`config.mk`:
```
export PLATFORM = sky130hd
export DESIGN_NAME = bus_decoder
export DESIGN_NICKNAME = d
export VERILOG_FILES = /design/src/rtl/bus_decoder.sv
export SDC_FILE = /design/constraint.sdc
export NUM_CORES = 1
export LEC_CHECK = 0
export ABC_CLOCK_PERIOD_IN_PS = 3180
export BUFFER_PORTS_ARGS = -buffer_cell sky130_fd_sc_hd__buf_2
export CAP_MARGIN = 20
export CORE_MARGIN = 4
export CORE_UTILIZATION = 40
export CTS_CLUSTER_SIZE = 8
export DETAILED_ROUTE_END_ITERATION = 8
export PLACE_DENSITY = 0.66
export SKIP_CTS_REPAIR_TIMING = 1
export SLEW_MARGIN = 10
export SYNTH_ARGS = -nofsm -noshare
export SYNTH_HDL_FRONTEND = slang
export SYNTH_SLANG_ARGS = --single-unit
```
`constraint.sdc`:
```
create_clock -name clki -period 3.18 [get_ports clki]
set_clock_uncertainty 0.05 [all_clocks]
set_input_delay 0.159 -clock clki [delete_from_list [all_inputs] [get_ports clki]]
set_output_delay 0.159 -clock clki [all_outputs]
set_load 0.005 [all_outputs]
```
`src/rtl/bus_decoder.sv`:
```
// rtl/bus_decoder.sv - memory-map decoder and busy/ready sequencer between the CPU bus and NREG targets
module bus_decoder #(
    parameter int                  AW        = 16,
    parameter int                  DW        = 16,
    parameter int                  NREG      = 4,
    parameter logic [NREG*AW-1:0]  REG_BASE  = {16'h4C00, 16'h1000, 16'h0003, 16'h0000},
    parameter logic [NREG*AW-1:0]  REG_LIMIT = {16'hFFFF, 16'h4BFF, 16'h0FFF, 16'h0002},
    parameter logic [NREG-1:0]     REG_RO    = 4'b0000,
    parameter logic [NREG-1:0]     REG_WO    = 4'b0100,
    parameter logic [NREG-1:0]     REG_IX    = 4'b1000,
    parameter int                  TIMEOUT   = 255,
    parameter int                  TW        = 8
) (
    input  logic                 clki,
    input  logic                 rst,
    input  logic [AW-1:0]        addr,
    input  logic [DW-1:0]        wdata,
    input  logic                 rd,
    input  logic                 wr,
    input  logic                 instr,
    output logic [DW-1:0]        rdata,
    output logic                 busy,
    output logic                 ready,
    output logic                 err,
    output logic [AW-1:0]        t_addr,
    output logic [DW-1:0]        t_wdata,
    output logic [NREG-1:0]      t_rd,
    output logic [NREG-1:0]      t_wr,
    input  logic [NREG*DW-1:0]   t_rdata,
    input  logic [NREG-1:0]      t_busy,
    input  logic [NREG-1:0]      t_ready
);
    typedef enum logic [1:0] {IDLE, ACCESS, DONE} state_t;

    localparam logic [TW-1:0] TO_LAST = TW'(TIMEOUT - 1);

    state_t          state, state_nx;
    logic [NREG-1:0] sel_oh;
    logic            sel_wr;
    logic [TW-1:0]   cnt;

    logic            hit_any, hit_ro, hit_wo, hit_ix;
    logic [NREG-1:0] hit_oh;
    logic [AW-1:0]   hit_base;
    logic            dec_err, req;
    logic            sel_ready, sel_busy, complete, timeout_hit;
    logic [DW-1:0]   sel_rdata;

    // Scan from the top so the lowest matching region is the last one written.
    always_comb begin
        hit_any  = 1'b0;
        hit_oh   = '0;
        hit_base = '0;
        hit_ro   = 1'b0;
        hit_wo   = 1'b0;
        hit_ix   = 1'b0;
        for (int i = NREG - 1; i >= 0; i--) begin
            if (addr >= REG_BASE[i*AW +: AW] && addr <= REG_LIMIT[i*AW +: AW]) begin
                hit_any  = 1'b1;
                hit_oh   = '0;
                hit_oh[i] = 1'b1;
                hit_base = REG_BASE[i*AW +: AW];
                hit_ro   = REG_RO[i];
                hit_wo   = REG_WO[i];
                hit_ix   = REG_IX[i];
            end
        end
    end

    always_comb begin
        sel_ready = 1'b0;
        sel_busy  = 1'b0;
        sel_rdata = '0;
        for (int i = 0; i < NREG; i++) begin
            if (sel_oh[i]) begin
                sel_ready = t_ready[i];
                sel_busy  = t_busy[i];
                sel_rdata = t_rdata[i*DW +: DW];
            end
        end
    end

    assign req         = rd | wr;
    assign dec_err     = !hit_any || (rd && wr) || (wr && hit_ro) || (rd && hit_wo) || (instr && !hit_ix);
    assign complete    = sel_ready && !sel_busy;
    assign timeout_hit = (TIMEOUT != 0) && (cnt == TO_LAST);

    always_comb begin
        state_nx = state;
        case (state)
            IDLE:    if (req) state_nx = dec_err ? DONE : ACCESS;
            ACCESS:  if (complete || timeout_hit) state_nx = DONE;
            DONE:    state_nx = IDLE;
            default: state_nx = IDLE;
        endcase
    end

    always_ff @(posedge clki) begin
        if (rst) begin
            state   <= IDLE;
            rdata   <= '0;
            busy    <= 1'b0;
            ready   <= 1'b0;
            err     <= 1'b0;
            t_rd    <= '0;
            t_wr    <= '0;
            t_addr  <= '0;
            t_wdata <= '0;
            cnt     <= '0;
            sel_oh  <= '0;
            sel_wr  <= 1'b0;
        end else begin
            state <= state_nx;
            busy  <= (state_nx == ACCESS);
            ready <= 1'b0;
            err   <= 1'b0;
            case (state)
                IDLE: begin
                    if (req) begin
                        sel_oh  <= hit_oh;
                        sel_wr  <= wr;
                        t_addr  <= addr - hit_base;
                        t_wdata <= wdata;
                        cnt     <= '0;
                        if (dec_err) begin
                            ready <= 1'b1;
                            err   <= 1'b1;
                            rdata <= '0;
                        end else begin
                            t_rd <= rd ? hit_oh : '0;
                            t_wr <= wr ? hit_oh : '0;
                        end
                    end
                end
                ACCESS: begin
                    cnt <= cnt + 1'b1;
                    if (complete) begin
                        t_rd  <= '0;
                        t_wr  <= '0;
                        ready <= 1'b1;
                        rdata <= sel_wr ? '0 : sel_rdata;
                    end else if (timeout_hit) begin
                        t_rd  <= '0;
                        t_wr  <= '0;
                        ready <= 1'b1;
                        err   <= 1'b1;
                        rdata <= '0;
                    end
                end
                DONE:    cnt <= '0;
                default: cnt <= '0;
            endcase
        end
    end
endmodule
```
==> metrics.md <==
| Metric | Value |
|---|---|
| Status | `finished, final reports clean` |
| Leading area contributor after synthesis | `dfxtp_1` |
| Cell with the most instances after synthesis | `dfxtp_1` |
| CTS H-tree lvls | `3` |
| Nature of the critical path endpoint | `flip-flop` |
| Synth area leaders | `dfxtp_1, a21oi_1, nor2_1` |
| Setup TNS | `0 ns` |
| Largest net degree at the start of global routing | `45` |
| Area delta synth->final | `29.0%` |
| Sequential element share of the synthesized area | `38.2%` |
| Cell Area, Synth | `3880 um^2` |
| CP bufs+invs | `0` |
| Worst Path Arrival | `2.84 ns` |
| Hold Path Class | `in2reg` |
| Clk slew on worst S/H paths | `0.08 ns` |
| Syn avg cell area | `8.43 um^2` |
| Initial cell density of the core | `41.6%` |
| Post-synth EDFFs | `0` |
| Clk_lat worst skew | `0.33 ns` |
| Die Wd | `106 um` |
| Clock buffer count from CTS | `9` |
| GRT Overall Usage | `19.6%` |
| Core Rows | `35` |
| IO Count | `168` |
| Core Box Area | `9330 um^2` |
| Root buf cell | `clkbuf_8` |
| Initial antenna violation count | `0` |
| Maximum VDD drop | `0.260 mV` |
| Ant diodes | `0` |
| Routed WL | `11.4 mm` |
| Worst EP required | `3.37 ns` |
| Initial detailed-routing violation count | `234` |
| Syn Nets | `578` |
| Vias/cell | `5.37` |
| Slowest stage cell, crit path | `or4_1` |
| Area occupied by multi-input gates | `2170 um^2` |
| Ys flop type | `dfxtp_1` |
| Die Area | `11300 um^2` |
| Syn. warnings | `0` |
| Actual slew at the worst max-slew pin | `0.886 ns` |
| CP Launch Type | `flip-flop` |
| Routed len/inst | `15.2 um` |
| Slowest Stage Delay on Critical Path | `0.83 ns` |
| Netlist cell types | `64` |
| Vias in the first global route | `3781` |
| Worst Path Max Fanout | `20` |
| Critical path type | `reg2reg` |
| Max Buffers Root-to-Sink | `2` |
| Hold violation count in the final report | `0` |
| Tot Pwr | `2.25 mW` |
| Pleak | `2.09 nW` |
| First-pass detailed-route iteration total | `4` |
| Post-synth top cells | `dfxtp_1, nor2_1, a21oi_1` |
| Pwr Density | `450 nW/um^2` |
| Post-DRT Antenna Nets | `0` |
| Via count | `4028` |
| Drt drc | `0` |
| Register area | `1480 um^2` |
| Worst slew margin | `40.4%` |
| Die Y | `106 um` |
| Critical path, cell by cell | `and4bb_1 > a211oi_1 > o21a_2 > or4_1 > o32ai_1` |
| First-pass GRT wire length | `18.1 mm` |
| Final setup violation count | `0` |
| Final estimated routing congestion in global placement | `0.830` |
| Post-synth ARST share | `0%` |
| CTS tree | `built` |
| Minimum clock period | `2.65 ns` |
| Mapped Cells | `460` |
| Yosys reg bits | `74` |
| Hpwl dp | `8.64 mm` |
| Fin nets | `736` |
| # port buffers | `167` |
| Slew Viols, Final | `0` |
| Final-layout fill cell count | `915` |
| Highest clock rate | `0.378 GHz` |
| Maximum capacitance violations | `0` |
| Post-route clock period utilization | `83.2%` |
| RSZ-0062 raised after global routing | `false` |
| Top Family by Delay on Critical Path | `simple AND/OR/NAND/NOR gates` |
| Clock Sinks | `74` |
| GR Overflow Total | `0` |
| Synth top area share | `38.2%` |
| Ratio of cells with drive above 1 in the final layout | `35.4%` |
==> per-layer routing <==
layer	global-route usage, %	wire length [um]
met1	24.5	4950
met2	33.5	5450
met3	4.92	880
met4	5.48	138
met5	0	0
==> power breakdown <==
group | switching (mW) | total (mW) | internal [mW]
Sequential | 0.0458 | 1.04 | 0.999
Combinational | 0.341 | 0.585 | 0.244
Clock | 0.328 | 0.622 | 0.294
Total | 0.715 | 2.25 | 1.54
==> sequential cells by signal, summed over array words and instances, names as in the netlist <==
register / flops
t_rd: 4
ready: 1
err: 1
state: 2
sel_oh: 4
t_addr: 16
rdata: 16
sel_wr: 1
t_wr: 4
cnt: 8
t_wdata: 16
busy: 1
==> cell type report <==
cell class,count,share of cell area (%)
multi-input combinational,328,43.3
sequential,74,29.6
timing repair buffer,179,18.7
tap,129,3.23
clock buffer,11,2.83
inverter,26,1.95
clock inverter,3,0.350
==> final timing paths <==
check | cells after the start | slack [ns] | to | startpoint
hold / removal | 3 | 0.005 | t_wdata[9]$_SDFFE_PP0P_ | wdata[9]
setup reg to reg | 5 | 0.53 | rdata[14]$_SDFFE_PP0P_ | sel_oh[1]$_SDFFE_PP0P_
setup / recovery | 5 | 0.53 | rdata[14]$_SDFFE_PP0P_ | sel_oh[1]$_SDFFE_PP0P_
hold reg to reg | 2 | 0.40 | t_wdata[14]$_SDFFE_PP0P_ | t_wdata[14]$_SDFFE_PP0P_
==> logic make-up (layout without fill, tap and decap cells) <==
family | after synthesis | count (layout) | share of synthesized area [%]
AOI/OAI and AO/OA | 144 | 144 | 30.0
xor gates and xnor gates | 7 | 7 | 1.58
adders and majority gates | 9 | 9 | 3.10
buffers and inverters | 58 | 219 | 6.10
DFF | 74 | 74 | 38.2
and+or+nand+nor | 168 | 168 | 21.0
==> worst reg2reg max path: stages, from the launching register on <==
cell and delay, ns:
dfxtp_1 0.80, and4bb_1 0.29, a211oi_1 0.08, o21a_2 0.28, or4_1 0.83, o32ai_1 0.23
==> stage by stage <==
stage	cells	setup slack (ns)	hold WS, ns	util (%)	cell area, um^2
floorplan	460	0.496	0.245	-	3880
global placement	732	0.301	0.350	51.5	4800
detailed placement	732	0.248	0.357	51.5	4800
CTS	746	0.516	-0.00972	53.2	4960
global route	750	0.391	0.00660	53.6	5000
finish	750	0.534	0.00506	53.6	5000
==> placed cells by master, fill, tap and decap left out, types with 8 or more instances in the layout <==
| cell | instances |
|---|---|
| inv_1 | 25 |
| a21oi_1 | 49 |
| nand2_1 | 48 |
| buf_2 | 167 |
| ha_1 | 8 |
| clkbuf_8 | 10 |
| a211oi_1 | 11 |
| nand3_1 | 8 |
| nor2_1 | 53 |
| nor3_1 | 24 |
| o32ai_2 | 10 |
| dfxtp_1 | 74 |
| buf_4 | 9 |
| a221oi_1 | 16 |
Power figures use the tool's default switching activity.
